<file path="src/rtl/fpu_pkg.sv">
// ---------------------------------------------------------------------------
// fpu_pkg
//   Shared types and helpers for the FP compare/select pipeline.
//   - fcmp_op_e   : operation encoding carried on in_op (5..7 are reserved)
//   - fp_class_e  : operand classification produced by fcmp_core
//   - canon_qnan  : canonical quiet NaN {0, all-ones exponent, 1, zeros}
//                   for a given exponent/mantissa width. It is returned
//                   right-aligned in an FP_MAX_W-bit vector; callers slice it.
// ---------------------------------------------------------------------------
package fpu_pkg;

  typedef enum logic [2:0] {
    FEQ  = 3'd0,
    FLT  = 3'd1,
    FLE  = 3'd2,
    FMIN = 3'd3,
    FMAX = 3'd4
  } fcmp_op_e;

  typedef enum logic [2:0] {
    ZERO = 3'd0,
    NORM = 3'd1,
    INF  = 3'd2,
    QNAN = 3'd3,
    SNAN = 3'd4
  } fp_class_e;

  localparam int FP_MAX_W    = 128;
  // eq, lt, x1_nan, x2_nan, snan_any
  localparam int FCMP_FLAG_W = 5;

  // exp_w+1 ones (exponent plus the quiet bit), shifted so the quiet bit
  // lands on the mantissa MSB.
  function automatic logic [FP_MAX_W-1:0] canon_qnan(input int exp_w, input int man_w);
    logic [FP_MAX_W-1:0] ones;
    ones = (FP_MAX_W'(1) << (exp_w + 1)) - FP_MAX_W'(1);
    return ones << (man_w - 1);
  endfunction

endpackage

</file>
<file path="src/rtl/fcmp_core.sv">
// ---------------------------------------------------------------------------
// fcmp_core
//   Purely combinational classify + compare for two IEEE-style operands.
//   Denormals are flushed: any operand with a zero exponent is treated as
//   zero, and +0 == -0.
//   Optional feature: FCMP_NAN_EN (exp all-ones & man != 0 is a NaN; any NaN
//   forces eq/lt low). Without it, all-ones exponents order as ordinary
//   magnitudes and the NaN outputs stay low.
// Ports
//   x1_i, x2_i   in  W  operands
//   eq_o         out 1  x1 == x2 (ordered, NaN-free)
//   lt_o         out 1  x1 <  x2 (ordered, NaN-free)
//   x1_nan_o     out 1  x1 is a NaN
//   x2_nan_o     out 1  x2 is a NaN
//   snan_o       out 1  at least one operand is a signalling NaN
// ---------------------------------------------------------------------------
module fcmp_core
  import fpu_pkg::*;
#(
  parameter  int EXP_W = 8,
  parameter  int MAN_W = 23,
  localparam int W     = 1 + EXP_W + MAN_W
) (
  input  logic [W-1:0] x1_i,
  input  logic [W-1:0] x2_i,
  output logic         eq_o,
  output logic         lt_o,
  output logic         x1_nan_o,
  output logic         x2_nan_o,
  output logic         snan_o
);

  // Classification from the magnitude bits {exp, man}.
  function automatic fp_class_e classify(input logic [W-2:0] mag);
    logic [EXP_W-1:0] e;
    logic [MAN_W-1:0] m;
    e = mag[W-2 -: EXP_W];
    m = mag[MAN_W-1:0];
    if (e == '0) return ZERO;
    if (&e) begin
`ifdef FCMP_NAN_EN
      if (m == '0) return INF;
      return m[MAN_W-1] ? QNAN : SNAN;
`else
      return (m == '0) ? INF : NORM;
`endif
    end
    return NORM;
  endfunction

  fp_class_e  cls1, cls2;
  logic       z1, z2;
  logic       nan_any;
  logic       s1_eff, s2_eff;
  logic [W-2:0] m1_eff, m2_eff;
  logic       eq_ord, lt_ord;

  always_comb begin
    cls1 = classify(x1_i[W-2:0]);
    cls2 = classify(x2_i[W-2:0]);
    z1   = (cls1 == ZERO);
    z2   = (cls2 == ZERO);

    x1_nan_o = (cls1 == QNAN) | (cls1 == SNAN);
    x2_nan_o = (cls2 == QNAN) | (cls2 == SNAN);
    snan_o   = (cls1 == SNAN) | (cls2 == SNAN);
    nan_any  = x1_nan_o | x2_nan_o;

    // A zero collapses to sign 0 / magnitude 0 so both zeros share one key.
    s1_eff = x1_i[W-1] & ~z1;
    s2_eff = x2_i[W-1] & ~z2;
    m1_eff = z1 ? '0 : x1_i[W-2:0];
    m2_eff = z2 ? '0 : x2_i[W-2:0];

    eq_ord = (z1 & z2) | (x1_i == x2_i);

    // Sign first; among negatives the larger magnitude is the smaller value.
    if (s1_eff != s2_eff) lt_ord = s1_eff;
    else if (!s1_eff)     lt_ord = (m1_eff < m2_eff);
    else                  lt_ord = (m1_eff > m2_eff);

    eq_o = eq_ord & ~nan_any;
    lt_o = lt_ord & ~nan_any;
  end

endmodule

</file>
<file path="src/rtl/fcmp_pipe.sv">
// ---------------------------------------------------------------------------
// fcmp_pipe
//   Elastic, STAGES-deep (1..3) FP compare/select pipeline: FEQ, FLT, FLE,
//   FMIN, FMAX on W = 1+EXP_W+MAN_W bit operands. Classification and compare
//   happen in stage 0 (fcmp_core); select/format happens when the last stage
//   loads. With STAGES == 1 both happen in front of the single stage.
//   Optional feature macro: FCMP_NAN_EN (NaN-aware compare and min/max).
// Ports
//   clk, rst             clock; asynchronous active-high reset
//   in_valid/in_ready    operation handshake
//   in_op                3-bit op (0 FEQ,1 FLT,2 FLE,3 FMIN,4 FMAX, 5..7 reserved)
//   in_x1, in_x2         operands (W bits)
//   in_tag               sideband tag, returned unchanged on out_tag
//   out_valid/out_ready  result handshake
//   out_y                compare: {zeros, flag}; min/max: chosen operand bits
//   out_tag              tag of the result
//   out_inv              invalid flag
// ---------------------------------------------------------------------------
module fcmp_pipe
  import fpu_pkg::*;
#(
  parameter  int EXP_W  = 8,
  parameter  int MAN_W  = 23,
  parameter  int STAGES = 2,
  parameter  int TAG_W  = 5,
  localparam int W      = 1 + EXP_W + MAN_W
) (
  input  logic             clk,
  input  logic             rst,
  input  logic             in_valid,
  output logic             in_ready,
  input  logic [2:0]       in_op,
  input  logic [W-1:0]     in_x1,
  input  logic [W-1:0]     in_x2,
  input  logic [TAG_W-1:0] in_tag,
  output logic             out_valid,
  input  logic             out_ready,
  output logic [W-1:0]     out_y,
  output logic [TAG_W-1:0] out_tag,
  output logic             out_inv
);

  // Handshake: a transfer happens on every rising edge where valid and ready
  // are both high. valid never depends on ready; once out_valid is high it
  // stays high with out_y/out_tag/out_inv unchanged until out_ready takes it.
  // A stage loads when it is empty or when it hands its content on in the
  // same cycle, so bubbles collapse and a full pipeline still takes one op
  // per cycle while the consumer is ready.

  localparam int MID_W = 3 + 2 * W + TAG_W + FCMP_FLAG_W;
  localparam logic [W-1:0] CANON_QNAN = W'(canon_qnan(EXP_W, MAN_W));

  // -------------------------------------------------------------------------
  // Stage-0 compare
  // -------------------------------------------------------------------------
  logic c_eq, c_lt, c_nan1, c_nan2, c_snan;

  fcmp_core #(
    .EXP_W (EXP_W),
    .MAN_W (MAN_W)
  ) u_core (
    .x1_i     (in_x1),
    .x2_i     (in_x2),
    .eq_o     (c_eq),
    .lt_o     (c_lt),
    .x1_nan_o (c_nan1),
    .x2_nan_o (c_nan2),
    .snan_o   (c_snan)
  );

  logic [MID_W-1:0] mid_in;
  assign mid_in = {in_op, in_x1, in_x2, in_tag, c_eq, c_lt, c_nan1, c_nan2, c_snan};

  // -------------------------------------------------------------------------
  // Valid bits and load enables
  // -------------------------------------------------------------------------
  logic [STAGES-1:0] v_q, v_d;
  logic [STAGES-1:0] load;

  // Walk from the output backwards: a stage may load if it is empty or the
  // stage after it can take its content this cycle.
  always_comb begin
    logic rdy;
    rdy  = out_ready;
    load = '0;
    for (int k = STAGES - 1; k >= 0; k--) begin
      rdy     = ~v_q[k] | rdy;
      load[k] = rdy;
    end
  end

  always_comb begin
    v_d = v_q;
    if (load[0]) v_d[0] = in_valid;
    for (int k = 1; k < STAGES; k++) begin
      if (load[k]) v_d[k] = v_q[k-1];
    end
  end

  assign in_ready  = load[0];
  assign out_valid = v_q[STAGES-1];

  // -------------------------------------------------------------------------
  // Payload registers between stage 0 and the last stage
  // -------------------------------------------------------------------------
  logic [MID_W-1:0] fmt_src;
  logic             src_v;

  generate
    if (STAGES == 1) begin : g_single
      assign fmt_src = mid_in;
      assign src_v   = in_valid;
    end else begin : g_multi
      logic [MID_W-1:0] mid_q [STAGES-1];

      always_ff @(posedge clk or posedge rst) begin
        if (rst) begin
          for (int k = 0; k < STAGES - 1; k++) mid_q[k] <= '0;
        end else begin
          if (load[0] & in_valid) mid_q[0] <= mid_in;
          for (int k = 1; k < STAGES - 1; k++) begin
            if (load[k] & v_q[k-1]) mid_q[k] <= mid_q[k-1];
          end
        end
      end

      assign fmt_src = mid_q[STAGES-2];
      assign src_v   = v_q[STAGES-2];
    end
  endgenerate

  // -------------------------------------------------------------------------
  // Select / format
  // -------------------------------------------------------------------------
  logic [2:0]       f_op;
  logic [W-1:0]     f_x1, f_x2;
  logic [TAG_W-1:0] f_tag;
  logic             f_eq, f_lt, f_nan1, f_nan2, f_snan;
  logic [W-1:0]     fmt_y;
  logic             fmt_inv;

  always_comb begin
    {f_op, f_x1, f_x2, f_tag, f_eq, f_lt, f_nan1, f_nan2, f_snan} = fmt_src;
    fmt_y   = '0;
    fmt_inv = 1'b0;
    case (f_op)
      FEQ: begin
        fmt_y[0] = f_eq;
        fmt_inv  = f_snan;          // quiet NaNs compare silently for FEQ
      end
      FLT: begin
        fmt_y[0] = f_lt;
        fmt_inv  = f_nan1 | f_nan2;
      end
      FLE: begin
        fmt_y[0] = f_lt | f_eq;
        fmt_inv  = f_nan1 | f_nan2;
      end
      FMIN, FMAX: begin
        // Original (unflushed) operand bits; ties return x1.
        if (f_nan1 & f_nan2)   fmt_y = CANON_QNAN;
        else if (f_nan1)       fmt_y = f_x2;
        else if (f_nan2)       fmt_y = f_x1;
        else if (f_op == FMIN) fmt_y = (f_lt | f_eq) ? f_x1 : f_x2;
        else                   fmt_y = f_lt ? f_x2 : f_x1;
      end
      default: begin
        fmt_y   = '0;
        fmt_inv = 1'b1;
      end
    endcase
  end

  // -------------------------------------------------------------------------
  // Last stage: drives out_* directly
  // -------------------------------------------------------------------------
  logic             fin_load;
  logic [W-1:0]     y_q, y_d;
  logic [TAG_W-1:0] tag_q, tag_d;
  logic             inv_q, inv_d;

  assign fin_load = load[STAGES-1] & src_v;

  always_comb begin
    y_d   = fin_load ? fmt_y   : y_q;
    tag_d = fin_load ? f_tag   : tag_q;
    inv_d = fin_load ? fmt_inv : inv_q;
  end

  always_ff @(posedge clk or posedge rst) begin
    if (rst) begin
      v_q   <= '0;
      y_q   <= '0;
      tag_q <= '0;
      inv_q <= 1'b0;
    end else begin
      v_q   <= v_d;
      y_q   <= y_d;
      tag_q <= tag_d;
      inv_q <= inv_d;
    end
  end

  assign out_y   = y_q;
  assign out_tag = tag_q;
  assign out_inv = inv_q;

endmodule

</file>
<file path="config.mk">
export PLATFORM = sky130hd
export DESIGN_NAME = fcmp_pipe
export DESIGN_NICKNAME = d
export VERILOG_FILES = /design/src/rtl/fpu_pkg.sv /design/src/rtl/fcmp_core.sv /design/src/rtl/fcmp_pipe.sv
export SDC_FILE = /design/constraint.sdc
export NUM_CORES = 1
export LEC_CHECK = 0
export ABC_AREA = 1
export CORE_ASPECT_RATIO = 1.1
export CORE_MARGIN = 2
export CORE_UTILIZATION = 40
export DETAILED_ROUTE_END_ITERATION = 10
export PLACE_DENSITY = 0.65
export SKIP_CTS_REPAIR_TIMING = 1
export SYNTH_ARGS = -nofsm -noshare
export SYNTH_HDL_FRONTEND = slang
export SYNTH_SLANG_ARGS = --single-unit
</file>
<file path="constraint.sdc">
create_clock -name clk -period 4.62 [get_ports clk]
set_input_delay 0.924 -clock clk [delete_from_list [all_inputs] [get_ports clk]]
set_output_delay 0.924 -clock clk [all_outputs]
set_load 0.05 [all_outputs]
</file>
==> impl_metrics.tcl, run 1 <==
set metrics [dict create \
    antenna_cells 0 \
    root_buffer "clkbuf_16" \
    yosysTopAreaCell "dfrtp_1" \
    drt-pass1-iter-count 7 \
    multi_input_area_um2 2800 \
    dieWidth_um 123 \
    setup_viol 0 \
    post-route-min-period_ns 3.39 \
    synth.distinct_cells 28 \
    path_cells "clkdlybuf4s50_1, inv_1, nand3_1, clkdlybuf4s50_1" \
    yosys-top-cells-area "dfrtp_1, nand2_1, ha_1" \
    crit_fanout 3 \
    synth_flop_cell "dfrtp_1" \
    seq_area_frac_synth_pct 46.4 \
    ys_warn_count 0 \
    viasPerCell 4.82 \
    cts_made_buffers 17 \
    nFillCells 1499 \
    maxSlewHeadroom_pct 31.5 \
    ant_nets 0 \
    numPortBuffers 115 \
    clock_latency_ns 0.42 \
    cpMostUsedCell "clkdlybuf4s50_1" \
    synth_edf_count 0 \
    htreeDepth 4 \
    clockBufferDepth 2 \
    grt_pass1_vias 5379 \
    gp_congestion 0.796 \
    via_count 5471 \
    ir_drop_mv 0.229 \
    die_area_um2 16700 \
    die_h_um 135 \
    synthToLayoutAreaGrowth_pct 29.8 \
    start_kind "primary input" \
    hold_viol 0 \
    placementRows 47 \
    min_path_type "flip-flop to flip-flop" \
    clk_pin_slew_ns 0.05 \
    end_kind "output pin" \
    synthesis.area_um2 6250 \
    remaining_drc_errors 0 \
    synth_fp_nets 934 \
    arrival_ns 2.46 \
    ys_seq_elements 116 \
    syn-mean-instance-area_um2 7.56 \
    finClkSkew_ns 0.0110 \
    period_share_pct 73.3 \
    wl_mm 15.9 \
    grt_start_max_net_pins 117 \
    io_pins 116 \
    cts_sinks 116 \
    drtIter0Drc 289 \
    reg2reg_slack_ns 1.98 \
    outcome "completed" \
    synthCells 827 \
    finalNonFillerCells 1134 \
    netlist.area_leader.share_pct 46.4 \
    max_freq_mhz 295 \
    async_reset_ff_share_pct 100 \
    p_leak_uw 0.00404 \
    gr-total-overflow 0 \
    rsz0062_at_grt "false" \
    p_per_area_nw_per_um2 468 \
    cts_tree "done" \
    maxCapViolCount 0 \
    crit_type "primary input to output pin" \
    track_usage_pct 20.3 \
    fin_nets 1033 \
    hpwl_mm 10.9 \
    layout-drive-gt1-share_pct 5.01 \
    wl_per_cell_um 14.0 \
    core_area_um2 15200 \
    crit_path_top_delay_cell "clkdlybuf4s50_1" \
    dpl.cell_count 1103 \
    cpPeakStageDelay_ns 0.85 \
    finalSetupTns_ns 0 \
    mostFrequentLayoutCells "nand2_1, dfrtp_1, clkdlybuf4s50_1" \
    ff_latch_area_um2 2900 \
    antenna_found_initial 0 \
    tightest_slew_ns 1.03 \
    grt_pass1_wl_mm 26.2 \
    required_ns 3.70 \
    drv_slew 0 \
    final_common_cell "nand2_1" \
    start_util_pct 41.2 \
]
-- synthesized netlist by cell type (2+ instances only) --
cell type,count
a21o_1,2
a21oi_1,14
buf_1,2
buf_2,8
buf_4,2
buf_6,3
clkbuf_1,25
dfrtp_1,116
ha_1,31
inv_1,94
inv_2,4
nand2_1,274
nand2_2,3
nand3_1,15
nand4_1,15
nor2_1,67
nor3_1,10
o21ai_0,75
o21ai_1,45
xor2_1,14
-- state kept, by name, summed over array words and instances (netlist names) --
register / count
out_y: 32
out_inv: 1
fmt_src: 76
out_tag: 5
v_q: 2
-- per-layer routing --
layer | global-route usage [%] | wire length [um] | part of all wire, % | vias up
li1 | - | - | - | 2811
met1 | 26.6 | 7520 | 47 | 2523
met2 | 33.1 | 7490 | 47 | 118
met3 | 4.08 | 666 | 4.2 | 19
met4 | 7.51 | 228 | 1.4 | 0
met5 | 0 | 0 | 0 | -
-- logic make-up (layout without fill, tap and decap cells) --
kind of cell | count (synthesis) | after routing | share of synthesized area, %
compound gates | 141 | 141 | 11.7
xor+xnor | 14 | 14 | 1.96
fa+ha+maj | 31 | 31 | 6.20
buf+inv | 139 | 250 | 8.98
flops | 116 | 116 | 46.4
simple gates | 386 | 386 | 24.8
-- worst max-delay path, delay by kind of cell --
family / cells / cell delay, ns
buffers and inverters: 3 / 1.35
and+or+nand+nor: 1 / 0.18
-- where the power goes --
part / leakage (uW) / switching, uW / internal, uW
Combinational: 0.00229 / 767 / 390
Sequential: 0.00146 / 110 / 1210
Clock: 0.000292 / 449 / 867
Total: 0.00404 / 1330 / 2470
-- final cells by class --
class                      instances  share of cell area, %
timing repair buffer             120                   14.8
sequential                       116                   35.8
tap                              196                   3.02
clock inverter                    10                   1.62
clock buffer                      21                   5.67
multi-input combinational        572                   34.5
inverter                          99                   4.61
-- final timing paths --
path                            cells past startpoint         from     endpoint
worst min register to register                      2   fmt_src[9]   out_tag[4]
worst max register to register                      9  fmt_src[76]     out_y[0]
worst min-delay path                                2   fmt_src[9]   out_tag[4]
max in group asynchronous                           3          rst  fmt_src[51]
min in group asynchronous                           3          rst  fmt_src[14]
worst max-delay path                                4    out_ready     in_ready
-- per-stage QoR --
| step | hold WS [ns] | setup WS, ns | power, uW | cell area [um2] | util [%] |
|---|---|---|---|---|---|
| after floorplan | 0.442 | 0.624 | 2090 | 6250 | - |
| after global placement | 0.456 | 0.989 | 2490 | 7520 | 49.6 |
| after detailed placement | 0.462 | 0.928 | 2500 | 7520 | 49.6 |
| after CTS | 0.476 | 1.22 | 3840 | 8110 | 53.5 |
| after global routing | 0.490 | 1.00 | 4000 | 8110 | 53.5 |
| final | 0.469 | 1.23 | 3790 | 8110 | 53.5 |
(Power assumes the default switching activity.)
==> inputs of run 2 (changes only) <==
- PLACE_DENSITY: 0.65 -> 0.67
- clock period: 4.62 -> 2.9 ns (I/O delays scaled with it)
==> run 2 against run 1 <==
Compared with the run above:
- non-clock buffer count grew 31
- sequential power grew 59%
- power grew 56%
- sequential cell count is the same
- combinational power grew 63%
- critical endpoint is now fmt_src[3]
- routed wire length grew 1.1%
- clock skew shrank 0.0046 ns
==> impl_metrics.tcl, run 2 (same netlist as run 1, synthesis figures left out) <==
set metrics [dict create \
    setup_viol 0 \
    arrival_ns 2.90 \
    path_cells "clkdlybuf4s50_1, inv_1, nand4_1, nor2_2, buf_12, nor2_1, ha_1, nand2_1, nor2_1, nand4_1, nor3_1, nand2_1, nand2_1, a21oi_1, nand2_1, nand2_1" \
    cpMostUsedCell "nand2_1" \
    antenna_found_initial 0 \
    grt_start_max_net_pins 117 \
    p_leak_uw 0.00417 \
    synthToLayoutAreaGrowth_pct 33.1 \
    track_usage_pct 20.3 \
    multi_input_area_um2 2800 \
    nFillCells 1486 \
    min_path_type "flip-flop to flip-flop" \
    post-route-min-period_ns 2.60 \
    hpwl_mm 11.5 \
    holdWs_ns 0.468 \
    drtIter0Drc 364 \
    cts_tree "done" \
    drv_slew 0 \
    wl_per_cell_um 13.8 \
    drt-pass1-iter-count 5 \
    viasPerCell 4.82 \
    wl_mm 16.1 \
    antenna_cells 0 \
    layout-drive-gt1-share_pct 7.65 \
    core_area_um2 15200 \
    start_util_pct 41.2 \
    clk_pin_slew_ns 0.05 \
    maxCapViolCount 0 \
    mostFrequentLayoutCells "nand2_1, dfrtp_1, clkdlybuf4s50_1" \
    gp_congestion 0.880 \
    crit_fanout 24 \
    cp_top_family "simple AND/OR/NAND/NOR gates" \
    die_area_um2 16700 \
    ant_nets 0 \
    dieWidth_um 123 \
    finClkSkew_ns 0.00641 \
    crit_buf_inv 3 \
    cts_sinks 116 \
    io_pins 116 \
    crit_path_top_delay_cell "clkdlybuf4s50_1" \
    ff_latch_area_um2 2900 \
    clockBufferDepth 2 \
    root_buffer "clkbuf_16" \
    placementRows 47 \
    cts_made_buffers 17 \
    required_ns 3.20 \
    clock_latency_ns 0.42 \
    final_common_cell "nand2_1" \
    die_h_um 135 \
    tightest_slew_ns 0.543 \
    end_kind "flip-flop" \
    cpPeakStageDelay_ns 0.43 \
    htreeDepth 4 \
    largest_reg_flops 76 \
    grt_pass1_vias 5363 \
    outcome "completed" \
    start_kind "primary input" \
    maxSlewHeadroom_pct 63.7 \
    crit_type "primary input to flip-flop" \
    max_freq_mhz 385 \
    via_count 5610 \
    hold_viol 0 \
    period_share_pct 89.6 \
    numPortBuffers 115 \
    fin_nets 1064 \
    grt_pass1_wl_mm 26.1 \
    p_per_area_nw_per_um2 711 \
    remaining_drc_errors 0 \
    ir_drop_mv 0.371 \
    rsz0062_at_grt "false" \
    gr-total-overflow 0 \
    total_power_uw 5920 \
]
run 2: changes by cell type in the layout (fill, tap and decap cells not counted), sizes merged:
cell	before	now
clkdlybuf4s50	115	114
buf	5	37
bufinv	3	2
clkinv	7	6
inv	98	97
clkbuf	21	22
run 2: power by group:
group / total (uW) / internal [uW] / switching, uW
combinational: 1890 / 658 / 1240
clock: 1920 / 1240 / 683
sequential: 2100 / 1930 / 171
total: 5920 / 3830 / 2090
run 2: tightest hold or removal path, delay by kind of cell, from the launching register on:
family / cells / cell delay [ns]
flops: 1 / 0.34
simple gates: 2 / 0.09
run 2: final timing paths:
check                      slack [ns]     endpoint        start  depth (start not counted)
max in group asynchronous        1.64  fmt_src[51]          rst                          3
min                              0.47   out_tag[4]   fmt_src[9]                          2
max                              0.30   fmt_src[3]    in_x1[29]                         16
min reg2reg                      0.47   out_tag[4]   fmt_src[9]                          2
min in group asynchronous        0.54     out_y[7]          rst                          2
max reg2reg                      0.99     out_y[0]  fmt_src[76]                         10
run 2: area by class of cell:
cell class / instances / area share, %
Clock buffer: 22 / 5.34
Clock inverter: 7 / 1.02
Multi-Input combinational cell: 572 / 33.6
Tap cell: 196 / 2.95
Sequential cell: 116 / 34.9
Inverter: 99 / 4.51
Timing Repair Buffer: 151 / 17.7
run 2: layer usage:
metal	part of all wire, %	track usage, %	up-vias
met5	0	0	-
met3	4.4	3.58	28
met4	2.3	8.65	0
met1	46	26.3	2583
li1	-	-	2866
met2	47	33.2	133
run 2: per-stage QoR:
step	cells	worst slack (ns)	instance area, um2	setup TNS (ns)	util, %
after floorplan	827	0.458	6260	0	-
after global placement	1134	-0.0596	7790	-0.0596	51.4
after detailed placement	1134	-0.110	7790	-0.110	51.4
after CTS	1163	0.317	8320	0	54.8
after global routing	1163	0.0477	8320	0	54.8
final	1163	0.302	8320	0	54.8
